$ cat config.mk
export PLATFORM = sky130hd
export DESIGN_NAME = hazard_ctrl
export DESIGN_NICKNAME = d
export VERILOG_FILES = /design/src/rtl/mips_pkg.sv /design/src/rtl/sat_counter.sv /design/src/rtl/hazard_ctrl.sv
export SDC_FILE = /design/constraint.sdc
export NUM_CORES = 1
export LEC_CHECK = 0
export ABC_CLOCK_PERIOD_IN_PS = 4100
export CAP_MARGIN = 20
export CORE_MARGIN = 5
export CORE_UTILIZATION = 50
export CTS_CLUSTER_DIAMETER = 200
export DETAILED_ROUTE_END_ITERATION = 10
export PLACE_DENSITY_LB_ADDON = 0.08
export REMOVE_ABC_BUFFERS = 1
export SLEW_MARGIN = 20
export SYNTH_ARGS = -nofsm -noshare
export SYNTH_HDL_FRONTEND = slang
export SYNTH_HIERARCHICAL = 1
export SYNTH_SLANG_ARGS = --single-unit
$ cat constraint.sdc
create_clock -name clk -period 4.1 [get_ports clk]
set_input_delay 1.23 -clock clk [delete_from_list [all_inputs] [get_ports clk]]
set_output_delay 1.23 -clock clk [all_outputs]
set_load 0.02 [all_outputs]
$ cat src/rtl/mips_pkg.sv
// Shared definitions for the MIPS pipeline control blocks.
package mips_pkg;

    // Action applied to the pipeline in a given cycle; values are visible on the state port
    typedef enum logic [1:0] {
        RUN   = 2'd0,
        STALL = 2'd1,
        FLUSH = 2'd2,
        WAIT  = 2'd3
    } state_t;

    // Register $zero is never a real dependency
    localparam logic [4:0] REG_ZERO = 5'd0;

endpackage

$ cat src/rtl/sat_counter.sv
// Event counter that sticks at its maximum value instead of wrapping.
module sat_counter #(
    parameter int W = 16
) (
    input  logic         clk,
    input  logic         reset,
    input  logic         inc,
    output logic [W-1:0] count
);

    logic [W-1:0] count_d;
    logic [W-1:0] count_q;

    // Advance by one on each event unless already at all-ones
    always_comb begin
        count_d = count_q;
        if (inc && (count_q != {W{1'b1}})) begin
            count_d = count_q + W'(1);
        end
    end

    // Synchronous reset clears the count
    always_ff @(posedge clk) begin
        if (reset) begin
            count_q <= '0;
        end else begin
            count_q <= count_d;
        end
    end

    assign count = count_q;

endmodule

$ cat src/rtl/hazard_ctrl.sv
// Hazard and sequencing controller for the 5-stage pipeline: chooses run, load-use
// stall, branch flush or memory wait each cycle and drives the enables directly
// from the current inputs. Keeps event counters and a sticky memory-timeout flag.
module hazard_ctrl
    import mips_pkg::*;
#(
    parameter int CNT_W   = 16,
    parameter int TIMEOUT = 255
) (
    input  logic             clk,
    input  logic             reset,
    input  logic [4:0]       id_rs,
    input  logic [4:0]       id_rt,
    input  logic             id_uses_rt,
    input  logic             ex_mem_read,
    input  logic [4:0]       ex_rt,
    input  logic             mem_branch_taken,
    input  logic             mem_req,
    input  logic             mem_ready,
    output logic             pc_write,
    output logic             ifid_write,
    output logic             ifid_flush,
    output logic             idex_flush,
    output logic             exmem_flush,
    output logic             pipe_freeze,
    output logic [1:0]       state,
    output logic [CNT_W-1:0] stall_cnt,
    output logic [CNT_W-1:0] flush_cnt,
    output logic [CNT_W-1:0] wait_cnt,
    output logic             mem_timeout
);

    localparam int TW = $clog2(TIMEOUT + 1);

    logic   wait_c;
    logic   flush_c;
    logic   lu_c;
    state_t action;

    state_t          state_q;
    logic [TW-1:0]   to_cnt_d;
    logic [TW-1:0]   to_cnt_q;
    logic            timeout_d;
    logic            timeout_q;

    // Hazard conditions and their priority: memory wait, then branch flush, then load-use
    always_comb begin
        wait_c  = mem_req & ~mem_ready;
        flush_c = mem_branch_taken;
        lu_c    = ex_mem_read & (ex_rt != REG_ZERO) &
                  ((ex_rt == id_rs) | (id_uses_rt & (ex_rt == id_rt)));
        if (wait_c) begin
            action = WAIT;
        end else if (flush_c) begin
            action = FLUSH;
        end else if (lu_c) begin
            action = STALL;
        end else begin
            action = RUN;
        end
    end

    // Enables follow the chosen action immediately; reset forces every stage to a bubble
    always_comb begin
        pc_write    = 1'b0;
        ifid_write  = 1'b0;
        ifid_flush  = 1'b0;
        idex_flush  = 1'b0;
        exmem_flush = 1'b0;
        pipe_freeze = 1'b0;
        if (reset) begin
            ifid_flush  = 1'b1;
            idex_flush  = 1'b1;
            exmem_flush = 1'b1;
        end else begin
            case (action)
                WAIT: begin
                    pipe_freeze = 1'b1;
                end
                FLUSH: begin
                    pc_write    = 1'b1;
                    ifid_write  = 1'b1;
                    ifid_flush  = 1'b1;
                    idex_flush  = 1'b1;
                    exmem_flush = 1'b1;
                end
                STALL: begin
                    idex_flush = 1'b1;
                end
                default: begin
                    pc_write   = 1'b1;
                    ifid_write = 1'b1;
                end
            endcase
        end
    end

    // Consecutive-wait counter saturates at the limit; reaching it latches the error flag
    always_comb begin
        to_cnt_d  = to_cnt_q;
        timeout_d = timeout_q;
        if (action == WAIT) begin
            if (to_cnt_q != TW'(TIMEOUT)) begin
                to_cnt_d = to_cnt_q + TW'(1);
            end
        end else begin
            to_cnt_d = '0;
        end
        if (to_cnt_d == TW'(TIMEOUT)) begin
            timeout_d = 1'b1;
        end
    end

    // Record the applied action and the timeout tracking state
    always_ff @(posedge clk) begin
        if (reset) begin
            state_q   <= RUN;
            to_cnt_q  <= '0;
            timeout_q <= 1'b0;
        end else begin
            state_q   <= action;
            to_cnt_q  <= to_cnt_d;
            timeout_q <= timeout_d;
        end
    end

    assign state       = state_q;
    assign mem_timeout = timeout_q;

    sat_counter #(.W(CNT_W)) u_stall_cnt (
        .clk   (clk),
        .reset (reset),
        .inc   (action == STALL),
        .count (stall_cnt)
    );

    sat_counter #(.W(CNT_W)) u_flush_cnt (
        .clk   (clk),
        .reset (reset),
        .inc   (action == FLUSH),
        .count (flush_cnt)
    );

    sat_counter #(.W(CNT_W)) u_wait_cnt (
        .clk   (clk),
        .reset (reset),
        .inc   (action == WAIT),
        .count (wait_cnt)
    );

endmodule

# Word level (Yosys, flattened, before mapping)
# Cells that the tools add are included.
[totals]
register_bits = 59
in_bits = 22
output_inout_bits = 57
wordCells = 45
[classes]
add_sub_neg = 4
n_eq_ne = 10
n_mux = 13
n_bitwise = 6
reduce_logical = 6
[ops]
columns = ["op", "n"]
rows = [
  ["$add 16x1->16 const B", 3],
  ["$ne 16x16->1 const B", 3],
  ["$mux 8", 2],
  ["$eq 5x5->1", 2],
  ["$mux 1", 9],
  ["$add 8x1->8 const B", 1],
  ["$eq 8x8->1 const B", 1],
  ["$ne 8x8->1 const B", 1],
  ["$reduce_bool 5->1", 1],
  ["$and 1x1->1", 4],
  ["$eq 2x2->1 const B", 2],
  ["$mux 2", 2],
  ["$reduce_or 2->1", 2],
  ["$logic_and 1x1->1", 3],
  ["$eq 2x1->1 const B", 1],
  ["$not 1->1", 1],
  ["$or 1x1->1", 1],
]

# Depth between registers and ports, before layout
# Gate-level depths: netlist of run 1.
[depth]
depth_word = 11
ltp_mapped = 12
ltp_nobuf = 12

# Hierarchy
# Netlist of run 1, hierarchy kept.
[by_module_without_submodules]
columns = ["mod", "instances", "cells_each", "area_per_inst_um2", "seq_area_each_um2"]
rows = [
  ["sat_counter", 3, 99, 848.3, 320.3],
  ["hazard_ctrl", 1, 91, 765.7, 220.2],
]

# Least setup slack after synthesis of run 1
# OpenSTA, ideal clock, no wires.
[synth_path]
path_type = "input to output"
from = "in ex_rt[4]"
to = "out ifid_flush"
arrival_time_ps = 2606
t_required_ps = 2870
path_slack_ps = 264
cell_stages = 7
path_buffers = 1
cell_sequence = "xnor2_1 -> nand3_1 -> o22ai_1 -> a41oi_1 -> ha_1 -> or2_2 -> buf_4"
[synth_via]
elab_chain_len = 10
word_cells_on_any_way = 13
cone_classes = "eq/ne (3); mux (5); bitwise (4); reduce/logical (1)"
[synth_lines]
columns = ["item", "line_no", "text"]
rows = [
  ["start, declared", "hazard_ctrl.sv:16", "input logic [4:0] ex_rt,"],
  ["$eq 5x5->1", "hazard_ctrl.sv:51", "((ex_rt == id_rs) | (id_uses_rt & (ex_rt == id_rt)));"],
  ["$and 1x1->1", "hazard_ctrl.sv:51", ""],
  ["$or 1x1->1", "hazard_ctrl.sv:51", ""],
  ["$and 1x1->1 (*)", "hazard_ctrl.sv:50", "lu_c = ex_mem_read & (ex_rt != REG_ZERO) &"],
  ["$mux 1 (*)", "hazard_ctrl.sv:56", "end else if (lu_c) begin"],
  ["$mux 2 (*)", "hazard_ctrl.sv:54", "end else if (flush_c) begin"],
  ["$mux 2 (*)", "hazard_ctrl.sv:52", "if (wait_c) begin"],
  ["$eq 2x2->1 (*)", "n/a", ""],
  ["$mux 1 (*) (2 in a row)", "n/a", ""],
  ["end, declared", "hazard_ctrl.sv:22", "output logic ifid_flush,"],
]
# Mark *: on every way between the ends. The rest lies on a longest branch, timed or not.

# Worst setup path in the final report of run 1
[layout_path]
from = "in id_rt[0]"
to = "out ifid_flush"
[layout_via]
elab_chain_len = 10
[layout_lines]
columns = ["item", "line_no", "text"]
rows = [
  ["start, declared", "hazard_ctrl.sv:13", "input logic [4:0] id_rt,"],
  ["$eq 5x5->1", "hazard_ctrl.sv:51", ""],
  ["$and 1x1->1", "hazard_ctrl.sv:51", ""],
  ["$or 1x1->1", "hazard_ctrl.sv:51", ""],
  ["$and 1x1->1", "hazard_ctrl.sv:50", ""],
  ["$mux 1", "hazard_ctrl.sv:56", ""],
  ["$mux 2", "hazard_ctrl.sv:54", ""],
  ["$mux 2", "hazard_ctrl.sv:52", ""],
  ["$eq 2x2->1", "hazard_ctrl.sv:76", "case (action)"],
  ["$mux 1", "hazard_ctrl.sv:76", ""],
  ["$mux 1", "hazard_ctrl.sv:71", "if (reset) begin"],
]
# No other way between the ends.

==> results.sh, run 1 <==
export IMPL_status="completed"
export IMPL_worst_setup_path_end_kind="primary output"
export IMPL_fmax_mhz=250
export IMPL_hold_depth=2
export IMPL_wl_per_cell_um=14.8
export IMPL_synth_ff_type="dfxtp_1"
export IMPL_synth_most_common_cell="dfxtp_1"
export IMPL_drive_above_1_share=0.131
export IMPL_drv_cap=0
export IMPL_drt_iter0_drc=149
export IMPL_utilization=0.706
export IMPL_hold_path_end="mem_timeout$_SDFFE_PP0N_"
export IMPL_grt_pass1_wl_mm=13.9
export IMPL_ctsLongestPathBuffers=2
export IMPL_rr_endpoint="u_stall_cnt/count[11]$_SDFFE_PP0P_"
export IMPL_crit_type="input pin to primary output"
export IMPL_clock_latency_ns=0.34
export IMPL_rr_worst_depth=5
export IMPL_synth_cell_types=49
export IMPL_vias=3304
export IMPL_holdCritPathClass="flop to flop"
export IMPL_row_count=29
export IMPL_place_congestion=0.887
export IMPL_grt_max_degree=45
export IMPL_r2r_start="u_stall_cnt/count[0]$_SDFFE_PP0P_"
export IMPL_fin_skew_ns=0.00931
export IMPL_cts_tree="yes"
export IMPL_yosys_area_top_type="dfxtp_1"
export IMPL_worst_pin_slew_ns=0.829
export IMPL_drt_pass1_iter_count=4
export IMPL_routed_wl_mm=8.25
export IMPL_syn_avg_cell_area_sq_um=8.53
export IMPL_p_int_uw=1050
export IMPL_multiInputGateArea_sq_um=2040
export IMPL_synth_area_top_cells="dfxtp_1 (36%), or4_1 (4.8%), a21oi_1 (4.7%)"
export IMPL_ys_seq_area_frac=0.357
export IMPL_p_seq_frac=0.435
export IMPL_comb_power_share=0.082
export IMPL_die_w_um=91.4
export IMPL_antenna_found_initial=0
export IMPL_clock_sinks=59
export IMPL_leakagePower_uw=0.00160
export IMPL_fin_crit_sh=0.976
export IMPL_crit_fanout=3
export IMPL_worstSetupStartpointType="input pin"
export IMPL_antennaDiodeCount=0
export IMPL_drc=0
export IMPL_setup_violations_final=0
export IMPL_ctsHoldBuffers=0
export IMPL_cp_arrival_ns=2.77
export IMPL_rsz0062_at_grt="no"
export IMPL_num_io_pins=79
export IMPL_synthesis_area_sq_um=3310
export IMPL_period_needed_ns=4.00
export IMPL_ys_warn_count=6
export IMPL_worst_ep_required_time_ns=2.87
export IMPL_async_flop_share=0
export IMPL_hold_slack_ns=0.478
export IMPL_synth_seq_cells=59
export IMPL_io_buffer_count=78
export IMPL_seq_area_sq_um=1180
export IMPL_via_per_inst=5.93
export IMPL_synthCells=388
export IMPL_relSlewSlack=0.443
export IMPL_p_sw_uw=288
export IMPL_nNetsFinal=505
export IMPL_dp_final_hpwl_mm=5.81
export IMPL_grt_pass1_vias=3139
export IMPL_ff2ff_setup_slack_ns=2.06
export IMPL_synth_edf_count=0
export IMPL_grt_usage=0.196
export IMPL_synth_top_area_frac=0.357
export IMPL_placed_cell_area_sq_um=4190
export IMPL_overflow=0
export IMPL_cts_clk_slew_worst_paths_ns=0.06
export IMPL_numCtsBuffers=9
export IMPL_die_area_sq_um=8350
export IMPL_final_cell_count_no_fill=557
export IMPL_synthToLayoutAreaGrowth_pct=36.1
export IMPL_switching_share=0.215
export IMPL_final_cell_area_sq_um=4510
export IMPL_htreeDepth=3
export IMPL_start_util=0.518
export IMPL_netlist_top_cells_count="dfxtp_1 (59), a21oi_1 (31), nor2_1 (28)"
export IMPL_drt_antenna_violating_nets=0
export IMPL_clockPowerShare=0.482
export IMPL_die_h_um=91.4
export IMPL_vdd_drop_max_mv=0.236
export IMPL_hold_path_startpoint="mem_timeout$_SDFFE_PP0N_"
export IMPL_fillers=517
export IMPL_powerDensity_nw_per_um2=297
export IMPL_cts_root_buf="clkbuf_8"
export IMPL_core_sq_um=6390
export IMPL_hold_violations=0
export IMPL_dp_cells=538
export IMPL_slew_viol_final=0
==> logic make-up after synthesis <==
family          Yosys count  share of synthesized area
mux                       7                     0.0223
simple gates            184                      0.345
compound gates           80                      0.154
buf+inv                  31                     0.0412
flops                    59                      0.357
fa+ha+maj                 8                     0.0302
xor+xnor                 19                     0.0503
==> state kept, by name (all words and copies together), names as in the netlist <==
register	cells
mem_timeout	1
u_wait_cnt/count	16
u_stall_cnt/count	16
to_cnt_q	8
u_flush_cnt/count	16
state	2
==> cell usage in the layout, fill, tap and decap left out, drive strengths merged, types with 3 or more instances in the layout <==
cell type / instances
a21oi: 31
and3: 5
and4: 9
buf: 21
bufinv: 3
clkbuf: 12
clkdlybuf4s50: 57
dfxtp: 59
dlygate4sd2: 5
dlymetal6s2s: 9
ha: 8
inv: 14
mux2: 3
mux2i: 4
nand2: 29
nand2b: 3
nand3: 22
nand3b: 4
nand4: 17
nor2: 28
nor2b: 7
nor3: 14
nor4: 9
nor4bb: 3
o21a: 3
o21ai: 14
o311ai: 3
o31ai: 18
o41ai: 3
or3: 10
or4: 21
xnor2: 17
==> power groups by stage <==
stage	Clock (uW)	Combinational, uW	Sequential, uW
after CTS	658	106	583
after global routing	686	121	584
after floorplan	0	38.1	601
after detailed placement	0	106	596
after global placement	0	104	596
final	646	110	584
==> what timing repair did <==
item,in CTS,in global routing
pin swaps,4,13
cloned,0,0
endpoints found under the setup margin,6,6
buffers inserted,2,1
gates resized for setup,31,22
==> worst max-delay path, stage by stage <==
cell,delay [ns]
clkdlybuf4s50_1,0.47
xnor2_1,0.11
nand2_1,0.09
o22ai_2,0.10
a41oi_2,0.17
ha_2,0.23
or2_4,0.24
buf_6,0.13
==> final cells by class <==
type	count	share of cell area
multi-input cells	298	0.453
clock buffers	11	0.0314
flip-flops and latches	59	0.262
clock inverters	5	0.0222
well taps	77	0.0214
repair buffers	93	0.199
inverters	14	0.0117
==> worst max path at each step <==
stage	start	to	slack, ns
after floorplan	ex_rt[4]	exmem_flush	0.40
after global placement	ex_rt[1]	exmem_flush	-0.57
after detailed placement	ex_rt[4]	ifid_flush	-0.60
after CTS	id_rt[4]	pc_write	-0.02
after global routing	id_rt[0]	ifid_flush	0.05
final	id_rt[0]	ifid_flush	0.1
==> routing by layer <==
layer	part of all wire	track usage	routed length, um	up-vias
li1	-	-	-	1641
met1	0.43	0.229	3540	1556
met2	0.49	0.331	4000	98
met3	0.074	0.0785	614	9
met4	0.011	0.0575	88	0
met5	0	0	0	-
==> stage by stage <==
| stage | total power [uW] | TNS [ns] | worst slack [ns] |
|---|---|---|---|
| floorplan | 639 | 0 | 0.398 |
| finish | 1340 | 0 | 0.100 |
| detailed placement | 702 | -3.25 | -0.597 |
| global route | 1390 | 0 | 0.0492 |
| global placement | 700 | -3.11 | -0.567 |
| CTS | 1350 | -0.0251 | -0.0151 |
Power figures use the tool's default switching activity.
==> run 2: changes to the inputs <==
- CAP_MARGIN: 20 -> 25
==> results of run 2 <==
Final layout, timing and power as in run 1 (identical DEF).
